$ cat config.mk
export PLATFORM = sky130hd
export DESIGN_NAME = vram_arbiter_flat
export DESIGN_NICKNAME = d
export VERILOG_FILES = /design/src/rtl/vram_arbiter_if.sv /design/src/rtl/vram_arbiter.sv /design/src/flat_wrapper.sv
export SDC_FILE = /design/constraint.sdc
export NUM_CORES = 1
export LEC_CHECK = 0
export ABC_AREA = 1
export BUFFER_PORTS_ARGS = -buffer_cell sky130_fd_sc_hd__clkbuf_2
export CAP_MARGIN = 20
export CELL_PAD_IN_SITES_DETAIL_PLACEMENT = 1
export CELL_PAD_IN_SITES_GLOBAL_PLACEMENT = 2
export CORE_MARGIN = 10
export CORE_UTILIZATION = 31
export DETAILED_ROUTE_END_ITERATION = 7
export PLACE_DENSITY_LB_ADDON = 0.1
export RECOVER_POWER = 25
export SYNTH_ARGS = -nofsm -noshare
export SYNTH_HDL_FRONTEND = slang
export SYNTH_SLANG_ARGS = --single-unit
$ cat constraint.sdc
create_clock -name clk -period 5.1 [get_ports clk]
set_clock_uncertainty 0.15 [all_clocks]
set_input_delay 0.51 -clock clk [delete_from_list [all_inputs] [get_ports clk]]
set_output_delay 0.51 -clock clk [all_outputs]
set_load 0.02 [all_outputs]
$ cat src/rtl/vram_arbiter_if.sv
// Bus bundle between the video RAM arbiter and its clients: display fetch,
// host CPU and the single-port RAM.
interface vram_arbiter_if #(
  parameter int ADDR_W = 13
);
  logic              vid_req;
  logic [ADDR_W-1:0] vid_addr;
  logic              vid_valid;
  logic [7:0]        vid_data;
  logic              vid_overrun;
  logic              vid_overrun_clr;

  logic              cpu_req;
  logic              cpu_we;
  logic [ADDR_W-1:0] cpu_addr;
  logic [7:0]        cpu_wdata;
  logic              cpu_ack;
  logic [7:0]        cpu_rdata;

  logic              mem_en;
  logic              mem_we;
  logic [ADDR_W-1:0] mem_addr;
  logic [7:0]        mem_wdata;
  logic [7:0]        mem_rdata;

  modport slave (
    input  vid_req, vid_addr, vid_overrun_clr,
    input  cpu_req, cpu_we, cpu_addr, cpu_wdata,
    input  mem_rdata,
    output vid_valid, vid_data, vid_overrun,
    output cpu_ack, cpu_rdata,
    output mem_en, mem_we, mem_addr, mem_wdata
  );

  modport master (
    output vid_req, vid_addr, vid_overrun_clr,
    output cpu_req, cpu_we, cpu_addr, cpu_wdata,
    output mem_rdata,
    input  vid_valid, vid_data, vid_overrun,
    input  cpu_ack, cpu_rdata,
    input  mem_en, mem_we, mem_addr, mem_wdata
  );
endinterface

$ cat src/rtl/vram_arbiter.sv
// Single-port video RAM arbiter: in-order display fetches take priority through a
// small FIFO, while the CPU is guaranteed a slot after a bounded run of video issues.
module vram_arbiter #(
  parameter int ADDR_W         = 13,
  parameter int VID_RUN_MAX    = 4,
  parameter int VID_FIFO_DEPTH = 2
) (
  input  logic           clk,
  input  logic           reset,
  vram_arbiter_if.slave  bus
);

  localparam int PTR_W = (VID_FIFO_DEPTH > 1) ? $clog2(VID_FIFO_DEPTH) : 1;
  localparam int CNT_W = $clog2(VID_FIFO_DEPTH + 1);
  localparam int RUN_W = $clog2(VID_RUN_MAX + 1);

  localparam logic [CNT_W-1:0] FIFO_FULL_CNT = CNT_W'(VID_FIFO_DEPTH);
  localparam logic [RUN_W-1:0] RUN_LIMIT     = RUN_W'(VID_RUN_MAX);
  localparam logic [PTR_W-1:0] PTR_LAST      = PTR_W'(VID_FIFO_DEPTH - 1);

  typedef enum logic [1:0] {
    C_IDLE   = 2'd0,
    C_ISSUED = 2'd1,
    C_ACK    = 2'd2
  } cpu_state_t;

  cpu_state_t        cpu_state;
  logic [RUN_W-1:0]  run_cnt;

  logic [ADDR_W-1:0] fifo_mem [VID_FIFO_DEPTH];
  logic [PTR_W-1:0]  rd_ptr;
  logic [PTR_W-1:0]  wr_ptr;
  logic [CNT_W-1:0]  fifo_cnt;

  logic              vid_inflight;
  logic              mem_en_q;
  logic              mem_we_q;
  logic [ADDR_W-1:0] mem_addr_q;
  logic [7:0]        mem_wdata_q;
  logic              vid_valid_q;
  logic              vid_overrun_q;
  logic              cpu_ack_q;

  logic              fifo_empty;
  logic              fifo_full;
  logic              vid_avail;
  logic              cpu_elig;
  logic              sel_vid;
  logic              sel_cpu;
  logic              fifo_pop;
  logic              fifo_push;
  logic              fifo_drop;
  logic [ADDR_W-1:0] vid_src_addr;

  function automatic logic [PTR_W-1:0] ptr_inc(input logic [PTR_W-1:0] p);
    return (p == PTR_LAST) ? '0 : p + 1'b1;
  endfunction

  always_comb begin
    // NOTE: every signal gets a value before any branch so no path can infer a latch.
    vid_src_addr = bus.vid_addr;
    fifo_push    = 1'b0;
    fifo_drop    = 1'b0;

    fifo_empty = (fifo_cnt == '0);
    fifo_full  = (fifo_cnt == FIFO_FULL_CNT);
    vid_avail  = !fifo_empty || bus.vid_req;
    cpu_elig   = (cpu_state == C_IDLE) && bus.cpu_req;

    sel_vid = vid_avail && (!cpu_elig || (run_cnt < RUN_LIMIT));
    sel_cpu = !sel_vid && cpu_elig;

    if (!fifo_empty) begin
      vid_src_addr = fifo_mem[rd_ptr];
    end

    fifo_pop = sel_vid && !fifo_empty;

    // A request that is not bypassed straight to the RAM must queue or be lost.
    if (bus.vid_req && !(fifo_empty && sel_vid)) begin
      if (fifo_full && !fifo_pop) begin
        fifo_drop = 1'b1;
      end else begin
        fifo_push = 1'b1;
      end
    end
  end

  // NOTE: storage is not reset; fifo_cnt alone decides which entries are meaningful.
  always_ff @(posedge clk) begin
    if (fifo_push) begin
      fifo_mem[wr_ptr] <= bus.vid_addr;
    end
  end

  always_ff @(posedge clk) begin
    if (reset) begin
      // NOTE: state is updated with non-blocking assignments so every line sees pre-edge values.
      cpu_state     <= C_IDLE;
      run_cnt       <= '0;
      rd_ptr        <= '0;
      wr_ptr        <= '0;
      fifo_cnt      <= '0;
      vid_inflight  <= 1'b0;
      mem_en_q      <= 1'b0;
      mem_we_q      <= 1'b0;
      mem_addr_q    <= '0;
      mem_wdata_q   <= '0;
      vid_valid_q   <= 1'b0;
      vid_overrun_q <= 1'b0;
      cpu_ack_q     <= 1'b0;
    end else begin
      mem_en_q     <= sel_vid || sel_cpu;
      mem_we_q     <= sel_cpu && bus.cpu_we;
      vid_inflight <= sel_vid;
      vid_valid_q  <= vid_inflight;
      cpu_ack_q    <= (cpu_state == C_ISSUED);

      if (sel_vid) begin
        mem_addr_q <= vid_src_addr;
      end else if (sel_cpu) begin
        mem_addr_q  <= bus.cpu_addr;
        mem_wdata_q <= bus.cpu_wdata;
      end

      if (!sel_vid) begin
        run_cnt <= '0;
      end else if (run_cnt != RUN_LIMIT) begin
        run_cnt <= run_cnt + 1'b1;
      end

      if (fifo_pop) begin
        rd_ptr <= ptr_inc(rd_ptr);
      end
      if (fifo_push) begin
        wr_ptr <= ptr_inc(wr_ptr);
      end
      if (fifo_push && !fifo_pop) begin
        fifo_cnt <= fifo_cnt + 1'b1;
      end else if (fifo_pop && !fifo_push) begin
        fifo_cnt <= fifo_cnt - 1'b1;
      end

      // A drop in the same cycle as a clear keeps the flag set.
      if (fifo_drop) begin
        vid_overrun_q <= 1'b1;
      end else if (bus.vid_overrun_clr) begin
        vid_overrun_q <= 1'b0;
      end

      case (cpu_state)
        C_IDLE:   if (sel_cpu) cpu_state <= C_ISSUED;
        C_ISSUED: cpu_state <= C_ACK;
        C_ACK:    cpu_state <= C_IDLE;
        default:  cpu_state <= C_IDLE;
      endcase
    end
  end

  assign bus.mem_en      = mem_en_q;
  assign bus.mem_we      = mem_we_q;
  assign bus.mem_addr    = mem_addr_q;
  assign bus.mem_wdata   = mem_wdata_q;
  assign bus.vid_valid   = vid_valid_q;
  assign bus.vid_overrun = vid_overrun_q;
  assign bus.cpu_ack     = cpu_ack_q;
  assign bus.vid_data    = bus.mem_rdata;
  assign bus.cpu_rdata   = bus.mem_rdata;

  a_no_double_pulse : assert property (@(posedge clk) disable iff (reset)
    !(vid_valid_q && cpu_ack_q));
  a_fifo_bound : assert property (@(posedge clk) disable iff (reset)
    fifo_cnt <= FIFO_FULL_CNT);

endmodule

$ cat src/flat_wrapper.sv
// flat-port wrapper written by rule: the top's interface ports become plain ports
module vram_arbiter_flat 
#(
  parameter int ADDR_W         = 13,
  parameter int VID_RUN_MAX    = 4,
  parameter int VID_FIFO_DEPTH = 2
)
  (clk, reset, bus_vid_req, bus_vid_addr, bus_vid_overrun_clr, bus_cpu_req, bus_cpu_we, bus_cpu_addr, bus_cpu_wdata, bus_mem_rdata, bus_vid_valid, bus_vid_data, bus_vid_overrun, bus_cpu_ack, bus_cpu_rdata, bus_mem_en, bus_mem_we, bus_mem_addr, bus_mem_wdata);
  vram_arbiter_if #(.ADDR_W(ADDR_W)) bus_i ();
  input  logic clk;
  input  logic reset;
  input wire logic [$bits(bus_i.vid_req)-1:0] bus_vid_req;
  input wire logic [$bits(bus_i.vid_addr)-1:0] bus_vid_addr;
  input wire logic [$bits(bus_i.vid_overrun_clr)-1:0] bus_vid_overrun_clr;
  input wire logic [$bits(bus_i.cpu_req)-1:0] bus_cpu_req;
  input wire logic [$bits(bus_i.cpu_we)-1:0] bus_cpu_we;
  input wire logic [$bits(bus_i.cpu_addr)-1:0] bus_cpu_addr;
  input wire logic [$bits(bus_i.cpu_wdata)-1:0] bus_cpu_wdata;
  input wire logic [$bits(bus_i.mem_rdata)-1:0] bus_mem_rdata;
  output wire logic [$bits(bus_i.vid_valid)-1:0] bus_vid_valid;
  output wire logic [$bits(bus_i.vid_data)-1:0] bus_vid_data;
  output wire logic [$bits(bus_i.vid_overrun)-1:0] bus_vid_overrun;
  output wire logic [$bits(bus_i.cpu_ack)-1:0] bus_cpu_ack;
  output wire logic [$bits(bus_i.cpu_rdata)-1:0] bus_cpu_rdata;
  output wire logic [$bits(bus_i.mem_en)-1:0] bus_mem_en;
  output wire logic [$bits(bus_i.mem_we)-1:0] bus_mem_we;
  output wire logic [$bits(bus_i.mem_addr)-1:0] bus_mem_addr;
  output wire logic [$bits(bus_i.mem_wdata)-1:0] bus_mem_wdata;
  assign bus_i.vid_req = bus_vid_req;
  assign bus_i.vid_addr = bus_vid_addr;
  assign bus_i.vid_overrun_clr = bus_vid_overrun_clr;
  assign bus_i.cpu_req = bus_cpu_req;
  assign bus_i.cpu_we = bus_cpu_we;
  assign bus_i.cpu_addr = bus_cpu_addr;
  assign bus_i.cpu_wdata = bus_cpu_wdata;
  assign bus_i.mem_rdata = bus_mem_rdata;
  assign bus_vid_valid = bus_i.vid_valid;
  assign bus_vid_data = bus_i.vid_data;
  assign bus_vid_overrun = bus_i.vid_overrun;
  assign bus_cpu_ack = bus_i.cpu_ack;
  assign bus_cpu_rdata = bus_i.cpu_rdata;
  assign bus_mem_en = bus_i.mem_en;
  assign bus_mem_we = bus_i.mem_we;
  assign bus_mem_addr = bus_i.mem_addr;
  assign bus_mem_wdata = bus_i.mem_wdata;
  vram_arbiter #(.ADDR_W(ADDR_W), .VID_RUN_MAX(VID_RUN_MAX), .VID_FIFO_DEPTH(VID_FIFO_DEPTH)) u_core (.clk(clk), .reset(reset), .bus(bus_i));
endmodule
==> impl_metrics.ini <==
[run_status]
run_status = finished clean

[drt]
vias = 2245
drtAntennaViolNets = 0
vias_per_cell = 4.490
wl_per_cell_um = 15.04
first_iter_violations = 54
firstDrtPassIters = 4
routed_wl_um = 7522
drc = 0

[sta]
fmax_ghz = 0.4536
fin_crit_sh = 0.4323
setup_viol = 0
holdWs_ps = 218.8
report.final.slew_viol_count = 0
worstMarginPinSlew_ps = 913.6
fin_setup_tns_ps = 0
period_needed_ps = 2205
final_hold_viol_count = 0
rsz0062_at_grt = no
slew_headroom = 0.3903

[clock_network]
clockRootBuffer = clkbuf_8
cts_setup_buffers = 0
cts_tree = yes
ctsResizeCount = 0
cts_sinks = 63
clockBufferDepth = 2
holdBufCountCts = 0
cts_buffers = 9
cts-htree-levels = 3
clkTransAtPathRegs_ps = 70
clk_latency_ps = 340

[final_layout]
regArea_mm2 = 0.001521
final_layout_size_suffix_gt1_frac = 0.2041
nets = 438
diodes = 0
syn_to_final_growth_pct = 17.07
multi_input_area_um2 = 973.4
num-fill-cells = 1092
stdcell_area_mm2 = 0.003321

[power]
p_per_area_mw_per_mm2 = 498.4
vdd_drop_max_v = 0.0001845
p_leak_nw = 1.550

[yosys]
async_flop_share = 0
synth.area.top_cells = edfxtp_1 28%, dfxtp_1 26%, nor2_1 8.6%
yosys_most_used_dff = dfxtp_1
yosysWarnings = 0
synth_fp_nets = 388
synthTopCellsByCount = 65 x nor2_1, 63 x nand2_1, 40 x inv_1, 37 x dfxtp_1, 26 x edfxtp_1
syn_area_per_cell_um2 = 8.417
yosys.area.top_type = edfxtp_1
yosysTopAreaCellShare = 0.2753
synth_area_mm2 = 0.002836
synth_edf_count = 26
yosysSeqAreaShare = 0.5364
synthCells = 337
post-synth-top-count-cell = nor2_1
ys_seq_elements = 63
synth_cell_type_count = 27

[worst_setup_path]
crit_arrival_ps = 2290
path_cells = nor2_2 -> nand2_1 -> inv_1 -> nand2_4 -> clkinv_2 -> nor2_1 -> nor2_1
end_kind = flop
critPathMaxStageDelay_ps = 490
required_ps = 5180
worstPathMaxFanout = 15
crit_slowest_cell = inv_1
worst_path_dominant_cell_family = simple AND/OR/NAND/NOR gates
worstSetupPathType = reg2reg
worst-path-buf-inv = 2
path_common_cell = nor2_1
cp-start-kind = flop

[global_routing]
grt-ovfl-total = 0
grt_max_degree = 27
track_usage = 0.1166
grt_pass1_wl_um = 12070
grt_pass1_vias = 2359
grt_antenna_before_repair = 0

[floorplan]
chipWidth_um = 115.7
num_rows = 34
die_y_um = 115.7
io_pins = 90
die_area_mm2 = 0.01338
coreArea_mm2 = 0.008806
start_util = 0.3221

[placement]
gp_congestion = 0.7501
io_buffers = 65
placement.cell_area_mm2 = 0.003118
hpwl_um = 5271

[flow_run]
maxCapViolCount = 0

[worst_hold_path]
worstHoldPathType = in2reg
## stage by stage
step | setup slack [ps] | cells | power [mW] | utilization
2_1_floorplan | 3040 | 337 | 1.090 | -
3_3_place_gp | 2621 | 483 | 1.228 | 0.3541
3_5_place_dp | 2535 | 483 | 1.235 | 0.3541
4_1_cts | 2690 | 499 | 1.689 | 0.3778
5_1_grt | 2670 | 500 | 1.795 | 0.3771
6_report | 2895 | 500 | 1.655 | 0.3771
## area by class of cell
cell class	count	share of cell area
Multi-Input combinational cell	204	0.2931
Inverter	43	0.04898
Tap cell	108	0.04069
Timing Repair Buffer	66	0.09608
Clock inverter	3	0.005652
Clock buffer	13	0.05727
Sequential cell	63	0.4582
## power by group
part / switching, mW / internal, mW
registers: 0.0683 / 0.629
clock network: 0.196 / 0.247
logic: 0.348 / 0.167
## flip-flops by register name (all words and copies together) (netlist names), named ones only
signal	cells
u_core.bus.vid_overrun	1
u_core.bus.mem_we	1
u_core.bus.mem_addr	13
u_core.bus.cpu_ack	1
u_core.bus.vid_valid	1
u_core.run_cnt	3
u_core.bus.mem_wdata	8
u_core.fifo_mem	26
u_core.wr_ptr	1
u_core.fifo_cnt	2
u_core.cpu_state	2
u_core.vid_inflight	1
u_core.bus.mem_en	1
u_core.rd_ptr	1
## kinds of logic after synthesis
| family | share of synthesized area |
|---|---|
| compound gates | 0.1001 |
| xor+xnor | 0.009265 |
| fa+ha+maj | 0.01323 |
| buf+inv | 0.1204 |
| flops | 0.5364 |
| simple gates | 0.2206 |
## worst reg2reg max path, cell delays in order, from the launching register on
cell and delay (ps):
dfxtp_1 370, nor2_2 60, nand2_1 420, inv_1 490, nand2_4 270, clkinv_2 170
nor2_1 130, nor2_1 50
## cells in the final DEF (no fill, tap or decap), types with 12 or more instances in the layout
cell      instances
clkbuf_2         51
clkbuf_1         14
inv_1            40
o31ai_1          13
dfxtp_1          37
nand2_1          63
o21ai_0          23
nor2_1           65
edfxtp_1         26
clkbuf_8         12
## layer usage
metal / up-vias / part of all wire / wire, um / track usage
met4: 0 / 0.010 / 76 / 0.03420
met3: 7 / 0.083 / 622 / 0.06047
met2: 61 / 0.46 / 3489 / 0.1827
met5: - / 0 / 0 / 0
li1: 1146 / - / - / -
met1: 1031 / 0.44 / 3333 / 0.1369
## path summary, 6_finish.rpt
kind | slack, ps | startpoint | cells past startpoint | to
min reg2reg | 260 | u_core.vid_inflight$_SDFF_PP0_ | 2 | u_core.bus.vid_valid$_SDFF_PP0_
min | 220 | bus_cpu_we | 3 | u_core.bus.mem_we$_SDFF_PP0_
max reg2reg | 2900 | u_core.cpu_state[1]$_SDFFE_PP0P_ | 7 | u_core.bus.mem_wdata[1]$_SDFFE_PP0P_
max | 2900 | u_core.cpu_state[1]$_SDFFE_PP0P_ | 7 | u_core.bus.mem_wdata[1]$_SDFFE_PP0P_
Power figures use the tool's default switching activity.
